[src/rtl/hazard_ctrl_pkg.sv]
// hazard_ctrl_pkg: shared types for the pipeline hazard control unit.
//   hazard_state_t : FSM state encoding (RUN, LU_HOLD, HALTED).
//   latch_ctrl_t   : control bundle for one pipeline latch (stall, flush, bubble).
// Optional build macro used by the top: HAZARD_CTRL_PERF_EN.
package hazard_ctrl_pkg;

  typedef enum logic [1:0] {
    RUN     = 2'd0,
    LU_HOLD = 2'd1,
    HALTED  = 2'd2
  } hazard_state_t;

  typedef struct packed {
    logic stall;
    logic flush;
    logic bubble;
  } latch_ctrl_t;

  localparam latch_ctrl_t LATCH_IDLE = '{stall: 1'b0, flush: 1'b0, bubble: 1'b0};

endpackage

[src/rtl/hazard_ctrl_lu_detect.sv]
// hazard_ctrl_lu_detect: combinational load-use hazard comparator.
// Ports:
//   ex_dmemREN, ex_regwrite : EX-stage instruction is a load that writes a register
//   ex_wsel                 : EX-stage destination register
//   id_rs, id_rt            : ID-stage source registers
//   id_uses_rt              : ID-stage instruction actually reads rt
//   lu_hit                  : ID needs a value the EX-stage load has not produced yet
module hazard_ctrl_lu_detect #(
  parameter int REG_AW = 5
) (
  input  logic              ex_dmemREN,
  input  logic              ex_regwrite,
  input  logic [REG_AW-1:0] ex_wsel,
  input  logic [REG_AW-1:0] id_rs,
  input  logic [REG_AW-1:0] id_rt,
  input  logic              id_uses_rt,
  output logic              lu_hit
);

  logic rs_match;
  logic rt_match;

  assign rs_match = (ex_wsel == id_rs);
  assign rt_match = id_uses_rt && (ex_wsel == id_rt);

  // Register 0 is hardwired zero, so a load targeting it never creates a hazard.
  assign lu_hit = ex_dmemREN && ex_regwrite && (ex_wsel != '0) && (rs_match || rt_match);

endmodule

[src/rtl/hazard_ctrl.sv]
// hazard_ctrl: pipeline control unit driving the IF/ID, ID/EX, EX/MEM and MEM/WB
// latch controls and the PC enable. Arbitrates halt, data-memory wait, taken
// branch/jump, load-use hazard and instruction-fetch wait. Outputs are Mealy
// (registered state plus current inputs).
// Ports:
//   CLK, RST            : clock (rising edge), asynchronous active-high reset
//   ihit, dhit          : instruction / data access complete this cycle
//   mem_dreq, mem_halt  : MEM-stage data request, halt instruction in MEM
//   ex_branch_taken     : EX redirects the PC
//   ex_dmemREN, ex_regwrite, ex_wsel : EX-stage load/destination info
//   id_rs, id_rt, id_uses_rt         : ID-stage source registers
//   pc_en, *_stall, *_flush, idex_bubble : latch and PC controls
//   halted              : sticky halt indication
//   dbg_state, dbg_lu_cnt : FSM state and load-use hold counter
// Optional: define HAZARD_CTRL_PERF_EN to add perf_stall_cycles and
// perf_flush_count saturating counters.
module hazard_ctrl
  import hazard_ctrl_pkg::*;
#(
  parameter int REG_AW          = 5,
  parameter int LU_STALL_CYCLES = 1
) (
  input  logic              CLK,
  input  logic              RST,
  input  logic              ihit,
  input  logic              dhit,
  input  logic              mem_dreq,
  input  logic              mem_halt,
  input  logic              ex_branch_taken,
  input  logic              ex_dmemREN,
  input  logic              ex_regwrite,
  input  logic [REG_AW-1:0] ex_wsel,
  input  logic [REG_AW-1:0] id_rs,
  input  logic [REG_AW-1:0] id_rt,
  input  logic              id_uses_rt,
  output logic              pc_en,
  output logic              ifid_stall,
  output logic              ifid_flush,
  output logic              idex_stall,
  output logic              idex_flush,
  output logic              idex_bubble,
  output logic              exmem_stall,
  output logic              exmem_flush,
  output logic              memwb_stall,
  output logic              memwb_flush,
  output logic              halted,
  output hazard_state_t     dbg_state,
  output logic [1:0]        dbg_lu_cnt
`ifdef HAZARD_CTRL_PERF_EN
  ,
  output logic [31:0]       perf_stall_cycles,
  output logic [31:0]       perf_flush_count
`endif
);

  // Remaining hold cycles after the first load-use bubble.
  localparam logic [1:0] LU_INIT = 2'(LU_STALL_CYCLES - 1);

  hazard_state_t state, nxt_state;
  logic [1:0]    lu_cnt, nxt_lu_cnt;
  logic          lu_hit;
  logic          memwait;
  logic          pc_en_c;
  latch_ctrl_t   ifid, idex, exmem, memwb;

  hazard_ctrl_lu_detect #(.REG_AW(REG_AW)) u_lu_detect (
    .ex_dmemREN  (ex_dmemREN),
    .ex_regwrite (ex_regwrite),
    .ex_wsel     (ex_wsel),
    .id_rs       (id_rs),
    .id_rt       (id_rt),
    .id_uses_rt  (id_uses_rt),
    .lu_hit      (lu_hit)
  );

  assign memwait = mem_dreq && !dhit;

  always_comb begin
    pc_en_c    = 1'b1;
    ifid       = LATCH_IDLE;
    idex       = LATCH_IDLE;
    exmem      = LATCH_IDLE;
    memwb      = LATCH_IDLE;
    nxt_state  = state;
    nxt_lu_cnt = lu_cnt;

    if (state == HALTED) begin
      pc_en_c     = 1'b0;
      ifid.flush  = 1'b1;
      idex.flush  = 1'b1;
      exmem.flush = 1'b1;
      memwb.flush = 1'b1;
    end else if (memwait) begin
      // Whole pipe freezes; MEM/WB is flushed so the waiting instruction's
      // writeback is not repeated. State and counter hold.
      pc_en_c     = 1'b0;
      ifid.stall  = 1'b1;
      idex.stall  = 1'b1;
      exmem.stall = 1'b1;
      memwb.flush = 1'b1;
    end else if (ex_branch_taken) begin
      // The redirect squashes the stalled ID instruction, so any hold is moot.
      ifid.flush = 1'b1;
      idex.flush = 1'b1;
      nxt_state  = RUN;
      nxt_lu_cnt = 2'd0;
    end else if (state == LU_HOLD || lu_hit) begin
      pc_en_c     = 1'b0;
      ifid.stall  = 1'b1;
      idex.bubble = 1'b1;
      if (state == LU_HOLD) begin
        nxt_lu_cnt = lu_cnt - 2'd1;
        if (lu_cnt == 2'd1) nxt_state = RUN;
      end else if (LU_STALL_CYCLES > 1) begin
        nxt_state  = LU_HOLD;
        nxt_lu_cnt = LU_INIT;
      end
    end else if (!ihit) begin
      pc_en_c    = 1'b0;
      ifid.flush = 1'b1;
    end

    if (state != HALTED && mem_halt && !memwait) begin
      nxt_state  = HALTED;
      nxt_lu_cnt = 2'd0;
    end

    // Reset overrides everything combinationally: flush all latches, hold PC.
    if (RST) begin
      pc_en_c = 1'b0;
      ifid    = '{stall: 1'b0, flush: 1'b1, bubble: 1'b0};
      idex    = '{stall: 1'b0, flush: 1'b1, bubble: 1'b0};
      exmem   = '{stall: 1'b0, flush: 1'b1, bubble: 1'b0};
      memwb   = '{stall: 1'b0, flush: 1'b1, bubble: 1'b0};
    end
  end

  always_ff @(posedge CLK or posedge RST) begin
    if (RST) begin
      state  <= RUN;
      lu_cnt <= 2'd0;
    end else begin
      state  <= nxt_state;
      lu_cnt <= nxt_lu_cnt;
    end
  end

  assign pc_en       = pc_en_c;
  assign ifid_stall  = ifid.stall;
  assign ifid_flush  = ifid.flush;
  assign idex_stall  = idex.stall;
  assign idex_flush  = idex.flush;
  assign idex_bubble = idex.bubble;
  assign exmem_stall = exmem.stall;
  assign exmem_flush = exmem.flush;
  assign memwb_stall = memwb.stall;
  assign memwb_flush = memwb.flush;
  assign halted      = (state == HALTED) && !RST;
  assign dbg_state   = state;
  assign dbg_lu_cnt  = lu_cnt;

  // Only ID/EX has a bubble input; the other bundles' bubble bits stay zero.
  logic unused_bubbles;
  assign unused_bubbles = ^{ifid.bubble, exmem.bubble, memwb.bubble};

`ifdef HAZARD_CTRL_PERF_EN
  always_ff @(posedge CLK or posedge RST) begin
    if (RST) begin
      perf_stall_cycles <= '0;
      perf_flush_count  <= '0;
    end else begin
      if (!pc_en_c && state != HALTED && perf_stall_cycles != 32'hFFFF_FFFF)
        perf_stall_cycles <= perf_stall_cycles + 32'd1;
      if (ex_branch_taken && !memwait && state != HALTED && perf_flush_count != 32'hFFFF_FFFF)
        perf_flush_count <= perf_flush_count + 32'd1;
    end
  end
`endif

endmodule

[config.mk]
export PLATFORM = sky130hd
export DESIGN_NAME = hazard_ctrl
export DESIGN_NICKNAME = d
export VERILOG_FILES = /design/src/rtl/hazard_ctrl_pkg.sv /design/src/rtl/hazard_ctrl_lu_detect.sv /design/src/rtl/hazard_ctrl.sv
export SDC_FILE = /design/constraint.sdc
export NUM_CORES = 1
export LEC_CHECK = 0
export ABC_CLOCK_PERIOD_IN_PS = 4150
export CORE_AREA = 5 5 42 44
export CTS_CLUSTER_SIZE = 20
export DETAILED_ROUTE_END_ITERATION = 16
export DIE_AREA = 0 0 47 49
export GPL_TIMING_DRIVEN = 0
export MAX_ROUTING_LAYER = met4
export PLACE_DENSITY_LB_ADDON = 0.12
export SETUP_SLACK_MARGIN = 0.1
export SLEW_MARGIN = 40
export SYNTH_ARGS = -nofsm -noshare
export SYNTH_HDL_FRONTEND = slang
export SYNTH_SLANG_ARGS = --single-unit
[constraint.sdc]
create_clock -name CLK -period 4.15 [get_ports CLK]
set_clock_uncertainty 0.05 [all_clocks]
set_input_delay 0.83 -clock CLK [delete_from_list [all_inputs] [get_ports CLK]]
set_output_delay 0.83 -clock CLK [all_outputs]
set_load 0.02 [all_outputs]
==> out/summary.txt, run 1 <==
status: finished, final reports clean
synthesized area per cell: 7.99 um2
Worst-Skew Late Latency: 0.23 ns
setup ws final: 0.284 ns
postcts setup bufs: 0
Inst Count DP: 98
Layout fillers: 147
Vias/cell: 4.32
Worst Hold Class: reg2reg
Top Ports: 40
First DRT Iteration DRCs: 3
GP Congestion: 0.661
Sum Neg Setup Slack: 0 ns
Lkg Pwr: 0.310 nW
commonest non-fill, non-tap cells in the layout: 37 x clkdlybuf4s50_1, 9 x xor2_1, 4 x nor2_1
#FFs+latches synth: 3
ANT nets after route: 0
RR Endpoint: dbg_lu_cnt[0]
Post-Syn Area: 352 um2
Post-Route WL: 1070 um
vias: 441
routed len/inst: 10.5 um
Clock Sinks: 3
GRT Total Usage: 11.1%
yosys warns: 0
global-route wire length before repair: 1840 um
WHS Path Cells: 1
commonest non-fill, non-tap cell in the layout: clkdlybuf4s50_1
initial antenna violation count: 0
HP Start: dbg_lu_cnt[0]
Cells after Synth: 44
final period utilization: 93.2%
worst reg-to-reg setup slack: 3.39 ns
CP required: 3.27 ns
H-tree depth: 1
Startpoint Class: input pin
Die X: 47 um
Post-Place Cell Area: 746 um2
die area: 0.00230 mm2
Final Hold Vio Count: 0
Crit Path Class: in2out
Core Box Area: 0.00140 mm2
maximum VDD drop: 0.0912 mV
minimum clock period: 3.87 ns
Remaining Overflow, GRT: 0
CTS tree: built
row cnt: 14
ratio of cells with drive above 1 in the final layout: 10.5%
Reg2Reg Depth: 2
Worst R2R Start: dbg_state[1]
DP HPWL: 947 um
CTS Hold Bufs: 0
Nets: 112
post-route insts no fill: 102
RSZ-0062 raised after global routing: false
post-synthesis sequential area ratio: 21.4%
Clock Tree Buf Depth: 2
endpoint class of the critical path: output pin
vias in the first global route: 460
die height: 49 um
P per Cell Area: 167 mW/mm2
Max Cap Viol: 0
post-cts sizing count: 0
final instance area: 772 um2
critical path fanouts, max: 3
hold-critical path endpoint: dbg_lu_cnt[0]
TritonRoute pass-1 iters: 2
Antenna diodes: 0
Port Buffer Count: 37
Worst Path Arrival: 2.99 ns
clk slew on worst S/H paths: 0.04 ns
Netlist cell types: 21
Post-Place Setup Slack: 0.270 ns
area growth from synthesis to layout: 120%
Pins Over Slew Limit: 0
setup violators final: 0
largest net degree at the start of global routing: 8
CTS buffer count: 3
root buffer cell: clkbuf_4
Initial Util: 25.1%
DR DRC count: 0
achievable clock frequency: 0.259 GHz
## sequential cells by signal, indices dropped and copies added (netlist names)
name / flops
dbg_state: 1
dbg_lu_cnt: 2
## worst max-delay path, cell delays in order
cell and delay, ns:
clkdlybuf4s50_1 0.47, xor2_1 0.19, nor4_2 0.26, a32oi_1 0.16, or2_1 0.28, nor3_2 0.16
clkdlybuf4s50_1 0.63
## Yosys cell counts, drive strengths merged
cell,count,area [um2]
buf,3,22.5
xnor2,1,8.76
or2,2,12.5
o21ai,3,15.0
or4,1,7.51
nor3,2,15.0
xor2,9,78.8
nor4,1,12.5
inv,3,11.3
nor2,4,15.0
o211ai,1,7.51
a21o,2,15.0
a32oi,1,8.76
o21bai,1,7.51
dfrtp,3,75.1
nor2b,2,12.5
nand2b,2,12.5
conb,1,3.75
a21oi,2,10.0
## layer usage
metal | wire, um | vias to the layer above | track usage [%]
met4 | 0 | 0 | 5.53
met3 | 152 | 0 | 3.32
li1 | - | 227 | -
met5 | 0 | - | -
met2 | 476 | 26 | 16.5
met1 | 446 | 188 | 13.1
## kinds of logic after synthesis
logic type      Yosys count  share of synthesized area, %
xor+xnor                 10                          24.9
other cells               1                          1.07
flops                     3                          21.4
simple gates             14                          24.9
buf+inv                   6                          9.61
compound gates           10                          18.1
## final cells by class
cell class | instances | area [um2] | area share, %
Sequential cell | 3 | 75.1 | 9.72
Inverter | 3 | 11.3 | 1.46
Tap cell | 16 | 20.0 | 2.59
Timing Repair Buffer | 37 | 370 | 48.0
Clock buffer | 4 | 26.3 | 3.40
Multi-Input combinational cell | 36 | 246 | 31.9
Buffer | 3 | 22.5 | 2.92
## power by group
group	switching (mW)	leakage (nW)	internal, mW
Combinational	0.0181	0.259	0.0302
Sequential	0.000387	0.0360	0.0303
Clock	0.0140	0.0150	0.0360
## stage by stage
step	total power, mW	utilization, %	hold WS [ns]
floorplan	0.0487	-	0.534
global placement	0.0793	53.2	0.428
detailed placement	0.0797	53.2	0.440
CTS	0.133	55.1	0.449
global route	0.138	55.1	0.481
finish	0.129	55.1	0.441
## worst max-delay path by stage
stage / startpoint / endpoint / cells past startpoint
floorplan: ex_wsel[1] / pc_en / 4
global placement: ex_wsel[3] / idex_bubble / 7
detailed placement: ex_wsel[1] / pc_en / 6
CTS: ex_wsel[3] / idex_bubble / 7
global route: ex_wsel[1] / pc_en / 6
finish: ex_wsel[3] / idex_bubble / 7
Note: power is estimated with default switching activity, not from simulation.
==> run 2, diff against run 1 <==
Settings changed: CTS_BUF_LIST set to sky130_fd_sc_hd__clkbuf_4.
==> run 2 against run 1 <==
Net effect: maximum frequency hardly changed; largest power group unchanged; worst setup slack about the same; hold slack barely moved; critical path type unchanged; sequential share of layout area hardly changed; via count up 0.45%; highest routed layer unchanged; flip-flop and latch count is the same.
==> out/summary.txt, run 2 (synthesized netlist as in run 1, its figures left out) <==
Worst Path Arrival: 2.99 ns (about the same)
H-tree depth: 1 (unchanged)
global-route wire length before repair: 1840 um (unchanged)
DP HPWL: 947 um (unchanged)
Worst Hold Class: reg2reg
vias: 443 (+0.45%)
Die X: 47 um (unchanged)
HP Start: dbg_lu_cnt[0]
postcts setup bufs: 0 (unchanged)
Clock Tree Buf Depth: 2 (unchanged)
ratio of cells with drive above 1 in the final layout: 11.6% (+1.2 points)
final period utilization: 93.2% (about the same)
Top Layer Used: met3
Core Box Area: 0.00140 mm2 (unchanged)
row cnt: 14 (unchanged)
WHS Path Cells: 1 (unchanged)
Reg2Reg Depth: 2 (unchanged)
CTS tree: built
vias in the first global route: 460 (unchanged)
post-cts sizing count: 0 (unchanged)
die height: 49 um (unchanged)
routed length on met2: 471 um (-1.1%)
setup ws final: 0.284 ns (-0.0000360 ns)
Post-Route WL: 1070 um (-0.37%)
routed len/inst: 10.5 um (-0.37%)
initial antenna violation count: 0 (unchanged)
final instance area: 776 um2 (+0.49%)
Initial Util: 25.1% (unchanged)
TritonRoute pass-1 iters: 2 (unchanged)
Nets: 112 (unchanged)
RSZ-0062 raised after global routing: false
Inst Count DP: 98 (unchanged)
Top Ports: 40 (unchanged)
met3 WL: 152 um (unchanged)
setup violators final: 0 (unchanged)
Sum Neg Setup Slack: 0 ns (unchanged)
GRT Total Usage: 11.1% (unchanged)
commonest non-fill, non-tap cell in the layout: clkdlybuf4s50_1
Largest register FFs: 2 (unchanged)
critical path fanouts, max: 3 (unchanged)
Antenna diodes: 0 (unchanged)
Clock Sinks: 3 (unchanged)
endpoint class of the critical path: output pin
CP Launch Point: ex_wsel[3]
P per Cell Area: 175 mW/mm2 (+4.8%)
ANT nets after route: 0 (unchanged)
CTS Hold Bufs: 0 (unchanged)
Crit Path Class: in2out
First DRT Iteration DRCs: 3 (unchanged)
clk slew on worst S/H paths: 0.04 ns (about the same)
Pins Over Slew Limit: 0 (unchanged)
Worst-Skew Late Latency: 0.23 ns (about the same)
DR DRC count: 0 (unchanged)
Vias/cell: 4.34 (+0.45%)
Worst R2R Start: dbg_state[1]
Lkg Pwr: 0.313 nW (+1.1%)
GP Congestion: 0.661 (unchanged)
CTS buffer count: 3 (unchanged)
die area: 0.00230 mm2 (unchanged)
maximum VDD drop: 0.0908 mV (-0.47%)
minimum clock period: 3.87 ns (+0.0000360 ns)
Post-Place Cell Area: 746 um2 (unchanged)
worst reg-to-reg setup slack: 3.39 ns (about the same)
M1 WL: 446 um (unchanged)
commonest non-fill, non-tap cells in the layout: 37 x clkdlybuf4s50_1, 9 x xor2_1, 4 x nor2_1, 4 x clkbuf_4
CP required: 3.27 ns (about the same)
Max Cap Viol: 0 (unchanged)
hold-critical path endpoint: dbg_lu_cnt[0]
largest net degree at the start of global routing: 8 (unchanged)
Tot Pwr: 136 uW (+5.3%)
achievable clock frequency: 0.259 GHz (about the same)
post-route insts no fill: 102 (unchanged)
RR Endpoint: dbg_lu_cnt[0]
area growth from synthesis to layout: 121%
Port Buffer Count: 37 (unchanged)
Post-Place Setup Slack: 0.270 ns (unchanged)
Startpoint Class: input pin
status: finished, final reports clean
Final Hold Vio Count: 0 (unchanged)
Remaining Overflow, GRT: 0 (unchanged)
root buffer cell: clkbuf_4
==> run 2: cell counts in the layout (fill, tap and decap cells not counted) <==
No cell type changed its count.
==> run 2: per-layer routing <==
layer,vias to the layer above,GRT usage [%]
met5,-,-
met4,0,5.53
met3,0,3.32
met2,26,16.5
met1,187,13.1
li1,230,-
==> run 2: layout make-up <==
| cell class | count | area (um2) |
|---|---|---|
| plain buffers | 3 | 22.5 |
| clock buffers | 4 | 30.0 |
| fillers | 147 | 626 |
| inverters | 3 | 11.3 |
| multi-input cells | 36 | 246 |
| flip-flops and latches | 3 | 75.1 |
| well taps | 16 | 20.0 |
| repair buffers | 37 | 370 |
==> run 2: worst max-delay path by stage <==
stage | slack, ns | depth (start not counted) | end
after CTS | 0.27 | 7 | idex_bubble
final | 0.28 | 7 | idex_bubble
after floorplan | 1.26 | 4 | pc_en
after global routing | 0.13 | 6 | pc_en
after detailed placement | 0.27 | 6 | pc_en
after global placement | 0.29 | 7 | idex_bubble
==> run 2: metrics by stage <==
| step | hold WS (ns) | util (%) |
|---|---|---|
| 2_1_floorplan | 0.534 | - |
| 3_3_place_gp | 0.428 | 53.2 |
| 3_5_place_dp | 0.440 | 53.2 |
| 4_1_cts | 0.449 | 55.4 |
| 5_1_grt | 0.481 | 55.4 |
| 6_report | 0.441 | 55.4 |
==> run 2: where the power goes <==
part / total [mW] / internal [mW] / switching (mW)
clock: 0.0568 / 0.0425 / 0.0143
sequential: 0.0307 / 0.0303 / 0.000387
combinational: 0.0484 / 0.0302 / 0.0181
==> run 2: critical path: stages <==
cell,delay (ns)
clkdlybuf4s50_1,0.47
xor2_1,0.19
nor4_2,0.26
a32oi_1,0.16
or2_1,0.28
nor3_2,0.16
clkdlybuf4s50_1,0.63
